### src/rtl/lcd_pcf8574_writer_if.sv
// lcd_pcf8574_writer_if: request/status and I2C byte-writer handshake bundle
// Ports: requester side in_valid/in_ready/in_data/in_rs/in_nib/backlight, status busy/done/err,
// byte-writer side bw_start/bw_data/bw_first/bw_last out, bw_done/bw_nack back.
interface lcd_pcf8574_writer_if;
  logic       in_valid, in_ready, in_rs, in_nib, backlight;
  logic [7:0] in_data;
  logic       busy, done, err;
  logic       bw_start, bw_first, bw_last, bw_done, bw_nack;
  logic [7:0] bw_data;
  modport master (
    output in_valid, in_data, in_rs, in_nib, backlight, bw_done, bw_nack,
    input  in_ready, busy, done, err, bw_start, bw_data, bw_first, bw_last
  );
  modport slave (
    input  in_valid, in_data, in_rs, in_nib, backlight, bw_done, bw_nack,
    output in_ready, busy, done, err, bw_start, bw_data, bw_first, bw_last
  );
endinterface

### src/rtl/lcd_pcf8574_writer.sv
// lcd_pcf8574_writer: sends one HD44780 4-bit byte through a PCF8574 as a single I2C transaction
// Ports: clk, rst (sync, active high); bus = slave side of lcd_pcf8574_writer_if
// (valid/ready request in, busy/done/err status out, start/done handshake to an I2C byte-writer).
module lcd_pcf8574_writer #(
  parameter logic [6:0] I2C_ADDR      = 7'h27,
  parameter int         EN_HOLD_CYC   = 25,
  parameter int         EXEC_CYC      = 40,
  parameter int         LONG_EXEC_CYC = 1600,
  parameter int         CNT_W         = 21
) (
  input logic                 clk,
  input logic                 rst,
  lcd_pcf8574_writer_if.slave bus
);
  typedef enum logic [3:0] {IDLE, ADDR, HI_EN, HOLD1, HI_NE, LO_EN, HOLD2, LO_NE, EXEC, DONE} state_t;
  state_t           state_q, state_d;
  logic [7:0]       d_q, d_d;
  logic             rs_q, rs_d, nib_q, nib_d, bl_q, bl_d, out_q, out_d, err_q, err_d;
  logic [CNT_W-1:0] cnt_q, cnt_d, dwell_end;
  logic             byte_st, start, ack, dwell, fin, en, long_ex;
  logic [3:0]       nibble;
  always_ff @(posedge clk) begin
    if (rst) begin
      state_q <= IDLE;
      d_q     <= '0;
      rs_q    <= 1'b0;
      nib_q   <= 1'b0;
      bl_q    <= 1'b0;
      out_q   <= 1'b0;
      err_q   <= 1'b0;
      cnt_q   <= '0;
    end else begin
      state_q <= state_d;
      d_q     <= d_d;
      rs_q    <= rs_d;
      nib_q   <= nib_d;
      bl_q    <= bl_d;
      out_q   <= out_d;
      err_q   <= err_d;
      cnt_q   <= cnt_d;
    end
  end
  always_comb begin
    state_d = state_q;
    d_d     = d_q;
    rs_d    = rs_q;
    nib_d   = nib_q;
    bl_d    = bl_q;
    out_d   = out_q;
    err_d   = err_q;
    cnt_d   = cnt_q;
    byte_st = state_q inside {ADDR, HI_EN, HI_NE, LO_EN, LO_NE};
    // out_q marks the byte issued in this state as outstanding; bw_done is only honoured then
    start   = byte_st && !out_q;
    ack     = byte_st && out_q && bus.bw_done;
    nibble  = (state_q == LO_EN || state_q == LO_NE) ? d_q[3:0] : d_q[7:4];
    en      = state_q == HI_EN || state_q == LO_EN;
    // clear/home commands need the long execute time regardless of nibble mode
    long_ex = !rs_q && d_q inside {8'h01, 8'h02, 8'h03};
    dwell   = state_q inside {HOLD1, HOLD2, EXEC};
    dwell_end = state_q != EXEC ? CNT_W'(EN_HOLD_CYC - 1) :
                long_ex ? CNT_W'(LONG_EXEC_CYC - 1) : CNT_W'(EXEC_CYC - 1);
    fin     = dwell && cnt_q == dwell_end;
    bus.in_ready = state_q == IDLE;
    bus.busy     = state_q != IDLE;
    bus.done     = state_q == DONE;
    bus.err      = state_q == DONE && err_q;
    bus.bw_start = start;
    bus.bw_data  = !start ? 8'h00 : state_q == ADDR ? {I2C_ADDR, 1'b0} : {nibble, bl_q, en, 1'b0, rs_q};
    bus.bw_first = start && state_q == ADDR;
    bus.bw_last  = start && (state_q == LO_NE || (state_q == HI_NE && nib_q));
    if (start) out_d = 1'b1;
    if (ack) out_d = 1'b0;
    if (dwell) cnt_d = fin ? '0 : cnt_q + CNT_W'(1);
    case (state_q)
      IDLE: if (bus.in_valid) begin
        state_d = ADDR;
        d_d     = bus.in_data;
        rs_d    = bus.in_rs;
        nib_d   = bus.in_nib;
        bl_d    = bus.backlight;
        err_d   = 1'b0;
      end
      ADDR:    if (ack) state_d = HI_EN;
      HI_EN:   if (ack) state_d = HOLD1;
      HOLD1:   if (fin) state_d = HI_NE;
      HI_NE:   if (ack) state_d = nib_q ? EXEC : LO_EN;
      LO_EN:   if (ack) state_d = HOLD2;
      HOLD2:   if (fin) state_d = LO_NE;
      LO_NE:   if (ack) state_d = EXEC;
      EXEC:    if (fin) state_d = DONE;
      default: state_d = IDLE;
    endcase
    // a NACK abandons the rest of the transaction; the byte-writer already handles STOP
    if (ack && bus.bw_nack) begin
      state_d = DONE;
      err_d   = 1'b1;
    end
  end
endmodule

### src/flat_wrapper.sv
// flat-port wrapper written by rule: the top's interface ports become plain ports
module lcd_pcf8574_writer_flat 
#(
  parameter logic [6:0] I2C_ADDR      = 7'h27,
  parameter int         EN_HOLD_CYC   = 25,
  parameter int         EXEC_CYC      = 40,
  parameter int         LONG_EXEC_CYC = 1600,
  parameter int         CNT_W         = 21
)
  (clk, rst, bus_in_valid, bus_in_data, bus_in_rs, bus_in_nib, bus_backlight, bus_bw_done, bus_bw_nack, bus_in_ready, bus_busy, bus_done, bus_err, bus_bw_start, bus_bw_data, bus_bw_first, bus_bw_last);
  lcd_pcf8574_writer_if bus_i ();
  input logic clk;
  input logic rst;
  input wire logic [$bits(bus_i.in_valid)-1:0] bus_in_valid;
  input wire logic [$bits(bus_i.in_data)-1:0] bus_in_data;
  input wire logic [$bits(bus_i.in_rs)-1:0] bus_in_rs;
  input wire logic [$bits(bus_i.in_nib)-1:0] bus_in_nib;
  input wire logic [$bits(bus_i.backlight)-1:0] bus_backlight;
  input wire logic [$bits(bus_i.bw_done)-1:0] bus_bw_done;
  input wire logic [$bits(bus_i.bw_nack)-1:0] bus_bw_nack;
  output wire logic [$bits(bus_i.in_ready)-1:0] bus_in_ready;
  output wire logic [$bits(bus_i.busy)-1:0] bus_busy;
  output wire logic [$bits(bus_i.done)-1:0] bus_done;
  output wire logic [$bits(bus_i.err)-1:0] bus_err;
  output wire logic [$bits(bus_i.bw_start)-1:0] bus_bw_start;
  output wire logic [$bits(bus_i.bw_data)-1:0] bus_bw_data;
  output wire logic [$bits(bus_i.bw_first)-1:0] bus_bw_first;
  output wire logic [$bits(bus_i.bw_last)-1:0] bus_bw_last;
  assign bus_i.in_valid = bus_in_valid;
  assign bus_i.in_data = bus_in_data;
  assign bus_i.in_rs = bus_in_rs;
  assign bus_i.in_nib = bus_in_nib;
  assign bus_i.backlight = bus_backlight;
  assign bus_i.bw_done = bus_bw_done;
  assign bus_i.bw_nack = bus_bw_nack;
  assign bus_in_ready = bus_i.in_ready;
  assign bus_busy = bus_i.busy;
  assign bus_done = bus_i.done;
  assign bus_err = bus_i.err;
  assign bus_bw_start = bus_i.bw_start;
  assign bus_bw_data = bus_i.bw_data;
  assign bus_bw_first = bus_i.bw_first;
  assign bus_bw_last = bus_i.bw_last;
  lcd_pcf8574_writer #(.I2C_ADDR(I2C_ADDR), .EN_HOLD_CYC(EN_HOLD_CYC), .EXEC_CYC(EXEC_CYC), .LONG_EXEC_CYC(LONG_EXEC_CYC), .CNT_W(CNT_W)) u_core (.clk(clk), .rst(rst), .bus(bus_i));
endmodule
### config.mk
export PLATFORM = sky130hd
export DESIGN_NAME = lcd_pcf8574_writer_flat
export DESIGN_NICKNAME = d
export VERILOG_FILES = /design/src/rtl/lcd_pcf8574_writer_if.sv /design/src/rtl/lcd_pcf8574_writer.sv /design/src/flat_wrapper.sv
export SDC_FILE = /design/constraint.sdc
export NUM_CORES = 1
export LEC_CHECK = 0
export ABC_AREA = 1
export CAP_MARGIN = 10
export CELL_PAD_IN_SITES_DETAIL_PLACEMENT = 1
export CELL_PAD_IN_SITES_GLOBAL_PLACEMENT = 2
export CORE_AREA = 2 2 96 98
export CTS_CLUSTER_SIZE = 25
export DETAILED_ROUTE_END_ITERATION = 10
export DIE_AREA = 0 0 98 100
export GPL_TIMING_DRIVEN = 0
export HOLD_SLACK_MARGIN = 0.02
export MAX_ROUTING_LAYER = met4
export PLACE_DENSITY_LB_ADDON = 0.1
export SYNTH_ARGS = -nofsm -noshare
export SYNTH_HDL_FRONTEND = slang
export SYNTH_SLANG_ARGS = --single-unit
### constraint.sdc
create_clock -name clk -period 1.45 [get_ports clk]
set_input_delay 0.145 -clock clk [delete_from_list [all_inputs] [get_ports clk]]
set_output_delay 0.145 -clock clk [all_outputs]
set_load 0.01 [all_outputs]
==> impl_metrics.csv, run 1 <==
group,metric,value,unit
outcome,run_status,"finished, violations left",
outcome,violations,"setup timing",
worst_setup_path,cp.required,1.31,ns
drt,drtAntennaViolNets,0,
worst_setup_path,cpPeakStageDelay,0.37,ns
worst_setup_path,crit_type,"reg -> out",
sta,setup_viol,39,
global_routing,grt_usage,17.4,%
drt,drc,0,
finish,layout.nets,451,
sta,worst_pin_slew,0.675,ns
placement,place.gp.congestion,0.799,
clock_network,clk_pin_slew,0.08,ns
finish,final_cell_mix,"nand2_1 (59), inv_1 (43), buf_4 (29), nor2_1 (27), dfxtp_1 (25)",
clock_network,cts_tree,"built",
drt,vias,2558,
synth,synth-edff-count,0,
drt,drt-wirelength-per-cell,15.2,µm
worst_setup_path,start_kind,"register",
finish,diodes,0,
synth,synth_ff_type,"dfxtp_1",
worst_hold_path,hold_path.class,"in -> reg",
die,ioPinCount,31,
clock_network,cts_hold_buf,0,
sta,slew_viol_final,0,
drt,avgViaCountPerCell,4.68,
clock_network,clockBufferDepth,2,
synth,netlist_area,2290,µm²
power,ir_worst_vdd,0.000577,V
synth,yosysUniqueCellTypes,34,
worst_hold_path,whs_path_depth,3,
die,start_util,25.8,%
sta,post-route-min-period,1.91,ns
drt,routed_wl,8.29,mm
synth,yosysWarnings,0,
placement,dp_hpwl,5.96,mm
die,core_area,8890,µm²
worst_setup_path,r2r_end,"u_core.state_q[2]",
drt,drt_iter0_drc,61,
clock_network,root_buffer,"clkbuf_8",
finish,drive_above_1_share,41.4,%
finish,area_growth,58.4,%
die,fp-row-count,35,
synth,synth_fp_nets,376,
sta,rsz0062_at_grt,"yes",
sta,finalCritPeriodShare,132,%
drt,dr.pass1.iters,4,
worst_setup_path,path_max_fanout,4,
global_routing,grt_max_degree,12,
global_routing,antenna_found_initial,0,
global_routing,grt.overflow.total,0,
synth,postSynthAreaPerCell,6.39,µm²
synth,yosysSeqAreaShare,33.2,%
placement,pre_cts_slack,-0.724,ns
worst_setup_path,crit_arrival,1.76,ns
placement,portBuffers,30,
global_routing,grt_first_pass_wirelength,13.2,mm
sta,hold_ws,0.456,ns
sta,skew,0.00825,ns
clock_network,cts.sinks,38,
clock_network,cts_inserted_buffers,5,
synth,synth-seq-cells,38,
finish,layout_commonest_cell,"nand2_1",
flow_run,drv_cap,0,
synth,synth_top_area_share,33.2,%
die,die_area,9800,µm²
worst_setup_path,crit_family,"simple AND/OR/NAND/NOR gates",
sta,hold_violations,0,
sta,fmax,524,MHz
die,dieWidth,98,µm
worst_setup_path,worstRegToRegCells,11,
die,die_y,100,µm
worst_setup_path,rrSetupSlack,-0.32,ns
synth,postSynthCellCount,359,
worst_setup_path,crit_chain,"nor2_4 > inv_4 > nor2_4 > nor2_1 > nand2_1 > nand2_2 > buf_4 > buf_6 > nor2_1 > buf_2",
clock_network,insertion_delay,0.29,ns
power,powerDensity,1470,nW/µm²
power,leakage,0.00158,µW
worst_setup_path,crit_path_end_kind,"primary output",
worst_hold_path,whs_endpoint,"u_core.d_q[3]",
finish,fillerInstances,1104,
worst_setup_path,rr_startpoint,"u_core.state_q[0]",
worst_setup_path,worst-path-buf-inv,4,
clock_network,cts_max_level,2,
synth,synthTopCellsByArea,"dfxtp_1 (33%), nand2_1 (13%), inv_1 (8.3%)",
synth,synth_async_sr_flop_share,0,%
worst_hold_path,hold_start,"bus_in_data[3]",
global_routing,grt_pass1_vias,2641,
synth,synth_area_leader_cell,"dfxtp_1",
sta,slew_headroom,55.0,%
sta,worst_slack,-0.460,ns
worst_setup_path,critPathSlowestCell,"dfxtp_4",
[area by class of cell]
class                   instances  area, µm²  share of cell area (%)
multi-input cells             257       1690                    46.6
clock buffers                   7       86.3                    2.38
well taps                     111        139                    3.82
plain buffers                   8       85.1                    2.34
repair buffers                 68        609                    16.8
inverters                      56        226                    6.23
clock inverters                 1       5.00                   0.138
flip-flops and latches         38        790                    21.7
[flip-flops by register name (all words and copies together), names as in the netlist]
name / cells
u_core.state_q: 4
u_core.rs_q: 1
u_core.bl_q: 1
u_core.nib_q: 1
u_core.d_q: 8
u_core.cnt_q: 21
u_core.err_q: 1
u_core.out_q: 1
[power by group]
group / internal, µW / leakage (µW) / switching [µW] / total [µW]
Sequential: 1210 / 0.000317 / 141 / 1350
Clock: 384 / 0.0000482 / 388 / 772
Combinational: 1530 / 0.00121 / 1700 / 3230
Total: 3130 / 0.00158 / 2230 / 5360
[tightest hold or removal path, delay by kind of cell]
kind,cells,cell delay (ns)
buffers and inverters,1,0.40
AND/OR/NAND/NOR,1,0.10
AO/OA/AOI/OAI,1,0.06
[worst max path at each step]
stage                     slack (ns)               from  depth (start not counted)        endpoint
after global placement         -0.70  u_core.state_q[1]                         10  bus_bw_data[4]
after CTS                      -0.41  u_core.state_q[0]                         11  bus_bw_data[7]
after floorplan                -0.03  u_core.state_q[3]                          9  bus_bw_data[4]
after detailed placement       -0.72  u_core.state_q[1]                         10  bus_bw_data[4]
after global routing           -0.57  u_core.state_q[3]                         10  bus_bw_data[2]
final                          -0.46  u_core.state_q[3]                         10  bus_bw_data[2]
[per-stage QoR]
step / total power, µW / setup TNS, ns / cells / cell area (µm²) / utilization (%)
after CTS: 4470 / -11.05 / 526 / 3100 / 34.9
after detailed placement: 3260 / -17.41 / 500 / 2770 / 31.2
after floorplan: 2580 / -0.0763 / 359 / 2330 / -
after global placement: 3250 / -16.91 / 500 / 2770 / 31.2
final: 5360 / -8.43 / 546 / 3630 / 40.9
after global routing: 5760 / -13.66 / 546 / 3630 / 40.9
[synth_stat cells (8+ instances only)]
master	instances
nor2_1	44
nand2_1	79
inv_1	51
a21oi_1	26
nand3_1	29
o21ai_0	15
dfxtp_1	38
nor3_1	12
nand4_1	8
[repair_timing]
item | CTS | global route
resized for setup | 90 | 125
setup endpoints to repair | 51 | 52
gates cloned | 0 | 2
setup buffers | 18 | 19
pin swaps | 13 | 28
[cells by family (layout without fill, tap and decap cells)]
group	count (synthesis)	after routing	share of synthesized area [%]
DFF	38	38	33.2
xor gates and xnor gates	3	3	1.15
AOI/OAI and AO/OA	55	55	13.3
adders and majority gates	1	1	0.545
buffers and inverters	64	140	11.3
and+or+nand+nor	198	198	40.5
[routing by layer]
metal	vias up	routed length, µm	global-route usage (%)
met3	10	225	2.72
met2	38	4150	30.1
met5	-	0	-
met1	1204	3810	21.3
li1	1306	-	-
met4	0	101	4.70
(Power assumes the default switching activity.)
==> inputs of run 2 (changes only) <==
SLEW_MARGIN = 25   (was default)
clock period = 1.75 ns   (was 1.45 ns; I/O delays follow)
==> impl_metrics.csv, run 2 (synthesis results as in run 1) <==
group,metric,value,unit
sta,finalCritPeriodShare,106,%
die,die_y,100,µm
drt,drtAntennaViolNets,0,
sta,post-route-min-period,1.86,ns
worst_hold_path,hold_path.class,"reg -> reg",
die,fp-row-count,35,
placement,place_area,2730,µm²
worst_setup_path,crit_type,"reg -> out",
finish,seq_area,782,µm²
finish,final_area,3210,µm²
power,ir_worst_vdd,0.000327,V
sta,worst_slack,-0.106,ns
finish,reg_top3,"u_core.cnt_q (21), u_core.d_q (8), u_core.state_q (4)",
power,p_seq_share,29.1,%
die,dieWidth,98,µm
finish,utilization,36.1,%
outcome,run_status,"finished, violations left",
placement,portBuffers,30,
global_routing,grt_pass1_vias,2647,
sta,setup_viol,13,
drt,routed_wl,7.82,mm
worst_setup_path,crit_path_end_kind,"primary output",
worst_setup_path,path_max_fanout,4,
worst_setup_path,crit_arrival,1.68,ns
drt,dr.pass1.iters,4,
power,pwr-share-clk,17.5,%
finish,drive_above_1_share,29.4,%
finish,area_growth,39.8,%
power,switching_share,42.5,%
placement,dp_hpwl,5.88,mm
placement,place.gp.congestion,0.786,
power,powerDensity,1190,nW/µm²
placement,pre_cts_slack,-0.630,ns
drt,drt-wirelength-per-cell,14.7,µm
finish,largest_reg_flops,21,
clock_network,clockBufferDepth,2,
power,leakage,0.00140,µW
worst_setup_path,cp.required,1.57,ns
outcome,violations,"setup timing",
power,internal_power,2190,µW
global_routing,grt.overflow.total,0,
finish,regMostFlops,"u_core.cnt_q",
flow_run,drv_cap,0,
finish,fillerInstances,1143,
finish,final_cell_mix,"nand2_1 (67), inv_1 (45), nor2_1 (31), dfxtp_1 (29)",
sta,hold_ws,0.478,ns
die,die_area,9800,µm²
die,core_area,8890,µm²
clock_network,cts_hold_buf,0,
sta,hold_violations,0,
die,ioPinCount,31,
finish,diodes,0,
clock_network,cts.sinks,38,
clock_network,cts_tree,"built",
drt,drc,0,
die,start_util,25.8,%
sta,slew_viol_final,0,
global_routing,grt_first_pass_wirelength,12.7,mm
clock_network,root_buffer,"clkbuf_8",
power,p_total,3810,µW
drt,drt_iter0_drc,57,
clock_network,cts_max_level,2,
sta,slew_headroom,60.1,%
sta,fmax,539,MHz
drt,avgViaCountPerCell,4.76,
clock_network,insertion_delay,0.30,ns
global_routing,antenna_found_initial,0,
worst_setup_path,start_kind,"register",
finish,layout_commonest_cell,"nand2_1",
finish,layout.nets,435,
global_routing,grt_max_degree,13,
sta,skew,0.0183,ns
power,combPwrFrac,53.4,%
clock_network,clk_pin_slew,0.08,ns
global_routing,grt_usage,16.9,%
finish,multi_input_area,1490,µm²
power,p_switching,1620,µW
sta,worst_pin_slew,0.599,ns
sta,rsz0062_at_grt,"yes",
clock_network,cts_inserted_buffers,5,
drt,vias,2523,
-- run 2: cell types whose count changed in the layout (fill, tap and decap cells not counted), sizes merged --
cell | before | now
dlygate4sd2 | 1 | 3
buf | 55 | 33
clkdlybuf4s15 | 1 | 0
clkbuf | 11 | 13
inv | 55 | 56
dlymetal6s2s | 0 | 2
-- run 2: final timing paths --
check / start / end / slack (ns) / cells after the start
min reg2reg: u_core.bl_q / u_core.bl_q / 0.48 / 2
min: u_core.bl_q / u_core.bl_q / 0.48 / 2
max: u_core.state_q[3] / bus_bw_data[7] / -0.11 / 10
max reg2reg: u_core.state_q[3] / u_core.cnt_q[17] / -0.03 / 11
-- run 2: cell type report --
cell class                      count  area share [%]
Sequential cell                    38            24.4
Tap cell                          111            4.33
Clock buffer                        6            2.58
Inverter                           56            6.71
Timing Repair Buffer               52            13.3
Clock inverter                      2           0.390
Multi-Input combinational cell    257            46.4
Buffer                              8            1.83
-- run 2: metal layers --
metal / routed length, µm / share of wire, % / GRT usage [%] / vias to the layer above
li1: - / - / - / 1278
met4: 87 / 1.1 / 3.53 / 0
met1: 3410 / 44 / 19.0 / 1204
met5: 0 / 0 / - / -
met2: 4090 / 52 / 31.5 / 31
met3: 231 / 3.0 / 2.72 / 10
-- run 2: what timing repair did --
action,4_1_cts,5_1_grt
gates resized for setup,76,48
pin swaps,12,14
setup buffers,14,8
endpoints found under the setup margin,38,35
-- run 2: power groups by stage --
stage / logic [µW] / registers, µW / clock network, µW
2_1_floorplan: 995 / 1080 / 0
3_3_place_gp: 1520 / 1100 / 0
4_1_cts: 1800 / 1110 / 697
5_1_grt: 2270 / 1130 / 737
6_report: 2040 / 1110 / 667
3_5_place_dp: 1540 / 1100 / 0
-- run 2: critical path, stage by stage, from the launching register on --
cell	delay, ns
dfxtp_4	0.37
nor2_4	0.14
inv_4	0.06
nor2_4	0.12
nor2_2	0.05
nand2_2	0.09
nand2_4	0.08
inv_4	0.07
nand2_4	0.06
a211oi_2	0.21
buf_2	0.16
-- run 2: per-stage QoR --
step	instances	TNS [ns]
final	530	-0.505
after CTS	522	-0.612
after global placement	500	-4.60
after detailed placement	500	-4.98
after global routing	530	-2.77
after floorplan	359	0
